**src/rtl/axil_reg_master.sv**
```systemverilog
// AXI4-Lite slave to reg_ifc master bridge: one transaction in flight, reads and
// writes alternate on collision, single-cycle rd/wr strobes toward the register slave.
module axil_reg_master #(
  parameter int AWIDTH = 2,
  parameter int DWIDTH = 32,
  parameter int AXI_AW = 32
) (
  input  logic              clk,
  input  logic              rstn,
  input  logic [AXI_AW-1:0] awaddr,
  input  logic              awvalid,
  output logic              awready,
  input  logic [DWIDTH-1:0] wdata,
  input  logic [3:0]        wstrb,
  input  logic              wvalid,
  output logic              wready,
  output logic [1:0]        bresp,
  output logic              bvalid,
  input  logic              bready,
  input  logic [AXI_AW-1:0] araddr,
  input  logic              arvalid,
  output logic              arready,
  output logic [DWIDTH-1:0] rdata,
  output logic [1:0]        rresp,
  output logic              rvalid,
  input  logic              rready,
  output logic [AWIDTH-1:0] reg_waddr,
  output logic [DWIDTH-1:0] reg_wdata,
  output logic              reg_wr,
  output logic [AWIDTH-1:0] reg_raddr,
  output logic              reg_rd,
  input  logic [DWIDTH-1:0] reg_rdata
);

  typedef enum logic [2:0] {S_IDLE, S_WR, S_BRESP, S_RD, S_RWAIT, S_RRESP} state_t;
  typedef enum logic {G_READ, G_WRITE} grant_t;

  state_t            state_q, state_d;
  grant_t            last_q, last_d;
  logic              reg_wr_q, reg_wr_d;
  logic              reg_rd_q, reg_rd_d;
  logic [AWIDTH-1:0] waddr_q, waddr_d;
  logic [AWIDTH-1:0] raddr_q, raddr_d;
  logic [DWIDTH-1:0] wdata_q, wdata_d;
  logic [DWIDTH-1:0] rdata_q, rdata_d;
  logic              bvalid_q, bvalid_d;
  logic [1:0]        bresp_q, bresp_d;
  logic              rvalid_q, rvalid_d;

  logic wr_req, rd_req, grant_wr, grant_rd;

  // Only the word-index bits reach the register slave; the rest alias.
  logic unused_addr_bits;
  assign unused_addr_bits = ^{awaddr[AXI_AW-1:AWIDTH+2], awaddr[1:0],
                              araddr[AXI_AW-1:AWIDTH+2], araddr[1:0]};

  assign wr_req   = awvalid && wvalid;
  assign rd_req   = arvalid;
  // On collision the side that did not win last time goes first.
  assign grant_wr = wr_req && (!rd_req || (last_q == G_READ));
  assign grant_rd = rd_req && (!wr_req || (last_q == G_WRITE));

  always_comb begin
    state_d  = state_q;
    last_d   = last_q;
    reg_wr_d = 1'b0;
    reg_rd_d = 1'b0;
    waddr_d  = waddr_q;
    wdata_d  = wdata_q;
    raddr_d  = raddr_q;
    rdata_d  = rdata_q;
    bvalid_d = bvalid_q;
    bresp_d  = bresp_q;
    rvalid_d = rvalid_q;
    awready  = 1'b0;
    wready   = 1'b0;
    arready  = 1'b0;
    case (state_q)
      S_IDLE: begin
        if (grant_wr) begin
          awready  = 1'b1;
          wready   = 1'b1;
          waddr_d  = awaddr[AWIDTH+1:2];
          wdata_d  = wdata;
          // Partial strobes are refused: no register write, SLVERR back.
          reg_wr_d = (wstrb == 4'hF);
          bresp_d  = (wstrb == 4'hF) ? 2'b00 : 2'b10;
          last_d   = G_WRITE;
          state_d  = S_WR;
        end else if (grant_rd) begin
          arready  = 1'b1;
          raddr_d  = araddr[AWIDTH+1:2];
          reg_rd_d = 1'b1;
          last_d   = G_READ;
          state_d  = S_RD;
        end
      end
      S_WR: begin
        bvalid_d = 1'b1;
        state_d  = S_BRESP;
      end
      S_BRESP: begin
        if (bready) begin
          bvalid_d = 1'b0;
          state_d  = S_IDLE;
        end
      end
      S_RD:    state_d = S_RWAIT;
      S_RWAIT: begin
        rdata_d  = reg_rdata;
        rvalid_d = 1'b1;
        state_d  = S_RRESP;
      end
      S_RRESP: begin
        if (rready) begin
          rvalid_d = 1'b0;
          state_d  = S_IDLE;
        end
      end
      default: state_d = S_IDLE;
    endcase
  end

  always_ff @(posedge clk or negedge rstn) begin
    if (!rstn) begin
      state_q  <= S_IDLE;
      last_q   <= G_READ;
      reg_wr_q <= 1'b0;
      reg_rd_q <= 1'b0;
      waddr_q  <= '0;
      wdata_q  <= '0;
      raddr_q  <= '0;
      rdata_q  <= '0;
      bvalid_q <= 1'b0;
      bresp_q  <= 2'b00;
      rvalid_q <= 1'b0;
    end else begin
      state_q  <= state_d;
      last_q   <= last_d;
      reg_wr_q <= reg_wr_d;
      reg_rd_q <= reg_rd_d;
      waddr_q  <= waddr_d;
      wdata_q  <= wdata_d;
      raddr_q  <= raddr_d;
      rdata_q  <= rdata_d;
      bvalid_q <= bvalid_d;
      bresp_q  <= bresp_d;
      rvalid_q <= rvalid_d;
    end
  end

  assign reg_wr    = reg_wr_q;
  assign reg_rd    = reg_rd_q;
  assign reg_waddr = waddr_q;
  assign reg_wdata = wdata_q;
  assign reg_raddr = raddr_q;
  assign rdata     = rdata_q;
  assign rresp     = 2'b00;
  assign bvalid    = bvalid_q;
  assign bresp     = bresp_q;
  assign rvalid    = rvalid_q;

endmodule

```
**config.mk**
```make
export PLATFORM = sky130hd
export DESIGN_NAME = axil_reg_master
export DESIGN_NICKNAME = d
export VERILOG_FILES = /design/src/rtl/axil_reg_master.sv
export SDC_FILE = /design/constraint.sdc
export NUM_CORES = 1
export LEC_CHECK = 0
export CELL_PAD_IN_SITES_DETAIL_PLACEMENT = 0
export CELL_PAD_IN_SITES_GLOBAL_PLACEMENT = 1
export CORE_MARGIN = 1
export CORE_UTILIZATION = 26
export DETAILED_ROUTE_END_ITERATION = 8
export PLACE_DENSITY_LB_ADDON = 0.25
export SETUP_SLACK_MARGIN = 0.1
export SLEW_MARGIN = 20
export SYNTH_ARGS = -nofsm -noshare
export SYNTH_HDL_FRONTEND = slang
export SYNTH_SLANG_ARGS = --single-unit
```
**constraint.sdc**
```tcl
create_clock -name clk -period 1.7 [get_ports clk]
set_input_delay 0.17 -clock clk [delete_from_list [all_inputs] [get_ports clk]]
set_output_delay 0.17 -clock clk [all_outputs]
set_load 0.01 [all_outputs]
```
==> results.cfg <==
[yosys]
synth_seq_cells = 77
avgSynthCellArea_um2 = 16.6
yosysUniqueCellTypes = 28
synthCells = 189
yosys.area.top_type = dfrtp_1
synth.area.top_cells = dfrtp_1, mux2_2, mux2_4, buf_12, buf_6
syn-cell-area_mm2 = 0.00314
synth_top_area_share = 0.614
ys_seq_area_frac = 0.614
yosysWarnings = 0

[final_layout]
syn2layout_area_growth_pct = 75.0
multi_input_area_mm2 = 0.00109
drive_above_1_share = 0.323
instances_no_fill = 521
layout.nets = 512
num_antenna_cells = 0
nFillCells = 1074
regArea_mm2 = 0.00193

[placement]
port_buffers = 154
dp.cells = 488
place_congestion = 0.715
dpl.hpwl_um = 5100

[detailed_routing]
vias_per_cell = 4.22
first_iter_violations = 57
drc_errors = 10
dr_total_vias = 2199
antenna_left = 0
routed_wl_um = 7890
dr.pass1.iters = 8
wl_per_cell_um = 15.1

[floorplan]
die_y_um = 112
initial_core_util = 0.270
pin_count = 218
die_area_mm2 = 0.0125
rows = 39
core_mm2 = 0.0116
die_w_um = 112

[worst_setup_path]
slowest_delay_ns = 0.40
worst_path_max_delay_cell = dfrtp_1
path_cells = nor3_4, and3b_2, buf_6, buf_12, clkbuf_16, mux2_4
cp_max_fo = 6
start_kind = register
critPathKind = reg2reg
critPathRequiredTime_ns = 1.92
arrival_ns = 1.88
crit_path_end_kind = register

[power]
swShare = 0.272
p_seq_frac = 0.324
p_comb_frac = 0.453
p_per_area_mw_per_mm2 = 1810
p_leak_nw = 2.35
p_int_mw = 7.23
power_mw = 9.93
power_switching_mw = 2.70
max-vdd-ir-drop_v = 0.000752
clkPwrFrac = 0.223

[cts]
clk_pin_slew_ns = 0.06
clockBufferDepth = 2
htreeDepth = 3
clk_latency_ns = 0.33
cts_tree = built
cts_num_sinks = 77
cts_made_buffers = 9
root_buffer = clkbuf_16

[grt]
grt_max_degree = 36
antenna_found_initial = 0
grt_pass1_vias = 2423
overflow = 0
grt_pass1_wl_um = 12200
grt_usage = 0.129

[sta]
min_period_ns = 1.66
fmax_mhz = 601
finalHoldViolCount = 0
finalCritPeriodShare = 0.979
clock_skew_ns = 0.00325
maxSlewViolCount = 0
rsz0062_at_grt = yes
setup_viol = 0

[min_path]
hp-class = in2async

[status]
status = finished with violations
violations = DRC

[job]
drv_cap = 0
stage by stage:
| stage | hold slack [ns] | area, µm² | TNS [ns] | utilization | worst slack, ns |
|---|---|---|---|---|---|
| 4_1_cts | 0.308 | 5370 | 0 | 0.462 | 0.000968 |
| 3_3_place_gp | 0.130 | 4850 | -4.37 | 0.418 | -0.159 |
| 6_report | 0.308 | 5500 | 0 | 0.473 | 0.0364 |
| 3_5_place_dp | 0.135 | 4850 | -4.15 | 0.418 | -0.162 |
| 2_1_floorplan | -0.126 | 3150 | 0 | - | 0.116 |
| 5_1_grt | 0.338 | 5500 | -0.285 | 0.473 | -0.0183 |
worst paths after layout:
| path | to | slack (ns) | cells past startpoint | start |
|---|---|---|---|---|
| worst max-delay path | reg_wdata[5] | 0.04 | 6 | state_q[1] |
| worst min-delay path | reg_wdata[1] | 0.31 | 2 | rstn |
| worst max register to register | reg_wdata[5] | 0.04 | 6 | state_q[1] |
| worst min register to register | rvalid | 0.48 | 1 | rvalid |
| max in group asynchronous | reg_wdata[10] | 0.84 | 3 | rstn |
| min in group clk | reg_wr | 0.42 | 3 | wstrb[0] |
cell usage in the layout (no fill, tap or decap), drive strengths merged, types with 2 or more instances in the layout:
cell type,count
conb,3
dfrtp,77
inv,2
buf,30
clkdlybuf4s50,150
bufinv,3
a211oi,2
nand2,6
a21o,2
nor2,3
o21ai,2
clkinvlp,2
clkbuf,13
mux2,68
sequential cells by signal (all words and copies together), names as in the netlist:
signal     count
reg_waddr      2
last_q         1
reg_wdata     32
state_q        3
bvalid         1
rvalid         1
reg_raddr      2
bresp          1
reg_wr         1
reg_rd         1
rdata         32
cells in the mapped netlist:
cell,number
a211oi_1,2
a21o_1,2
a21oi_1,1
and3b_1,1
buf_12,3
buf_2,1
buf_4,4
buf_6,5
conb_1,1
dfrtp_1,77
inv_1,2
mux2_2,41
mux2_4,27
nand2_1,6
nand2b_1,1
nand3b_1,1
nand4_1,1
nor2_1,2
nor2_2,1
nor2b_1,1
nor3_4,1
nor4bb_1,1
o211ai_1,1
o21a_1,1
o21ai_0,2
o21ba_2,1
o31ai_1,1
o32ai_1,1
cell type report:
type / instances / area share
clock buffer: 10 / 0.0435
clock inverter: 6 / 0.0200
inverter: 2 / 0.00137
multi-input combinational: 99 / 0.199
sequential: 77 / 0.351
tap: 143 / 0.0326
timing repair buffer: 184 / 0.353
worst max-delay path: cells and delay by family (launching register included):
| kind | cells | cell delay [ns] |
|---|---|---|
| muxes | 1 | 0.29 |
| buffers and inverters | 3 | 0.42 |
| DFF | 1 | 0.40 |
| and+or+nand+nor | 2 | 0.42 |
kinds of logic (layout without fill, tap and decap cells):
kind of cell	after synthesis	in the layout	share of synthesized area
AND/OR/NAND/NOR	16	16	0.0311
flip-flops	77	77	0.614
multiplexers	68	68	0.276
other	1	3	0.00119
AO/OA/AOI/OAI	12	12	0.0275
buffers and inverters	15	202	0.0506
metal layers:
metal  share of wire  global-route usage
met1            0.41               0.144
met2            0.51               0.219
met3           0.068              0.0495
met4           0.015              0.0541
met5               0                   0
power by group through the flow:
stage | Clock (mW) | Combinational [mW] | Sequential [mW]
floorplan | 0 | 1.55 | 3.64
global placement | 0 | 4.17 | 3.21
detailed placement | 0 | 4.20 | 3.25
CTS | 2.30 | 4.39 | 3.23
global route | 2.37 | 4.77 | 3.35
finish | 2.21 | 4.50 | 3.22
timing repair:
item / 4_1_cts / 5_1_grt
cloned: 3 / 4
setup buffers: 8 / 2
hold endpoints to repair: 27 / 0
pin swaps: 2 / 2
hold buffers: 1 / 0
setup endpoints to repair: 38 / 69
resized for setup: 18 / 10
Power figures use the tool's default switching activity.
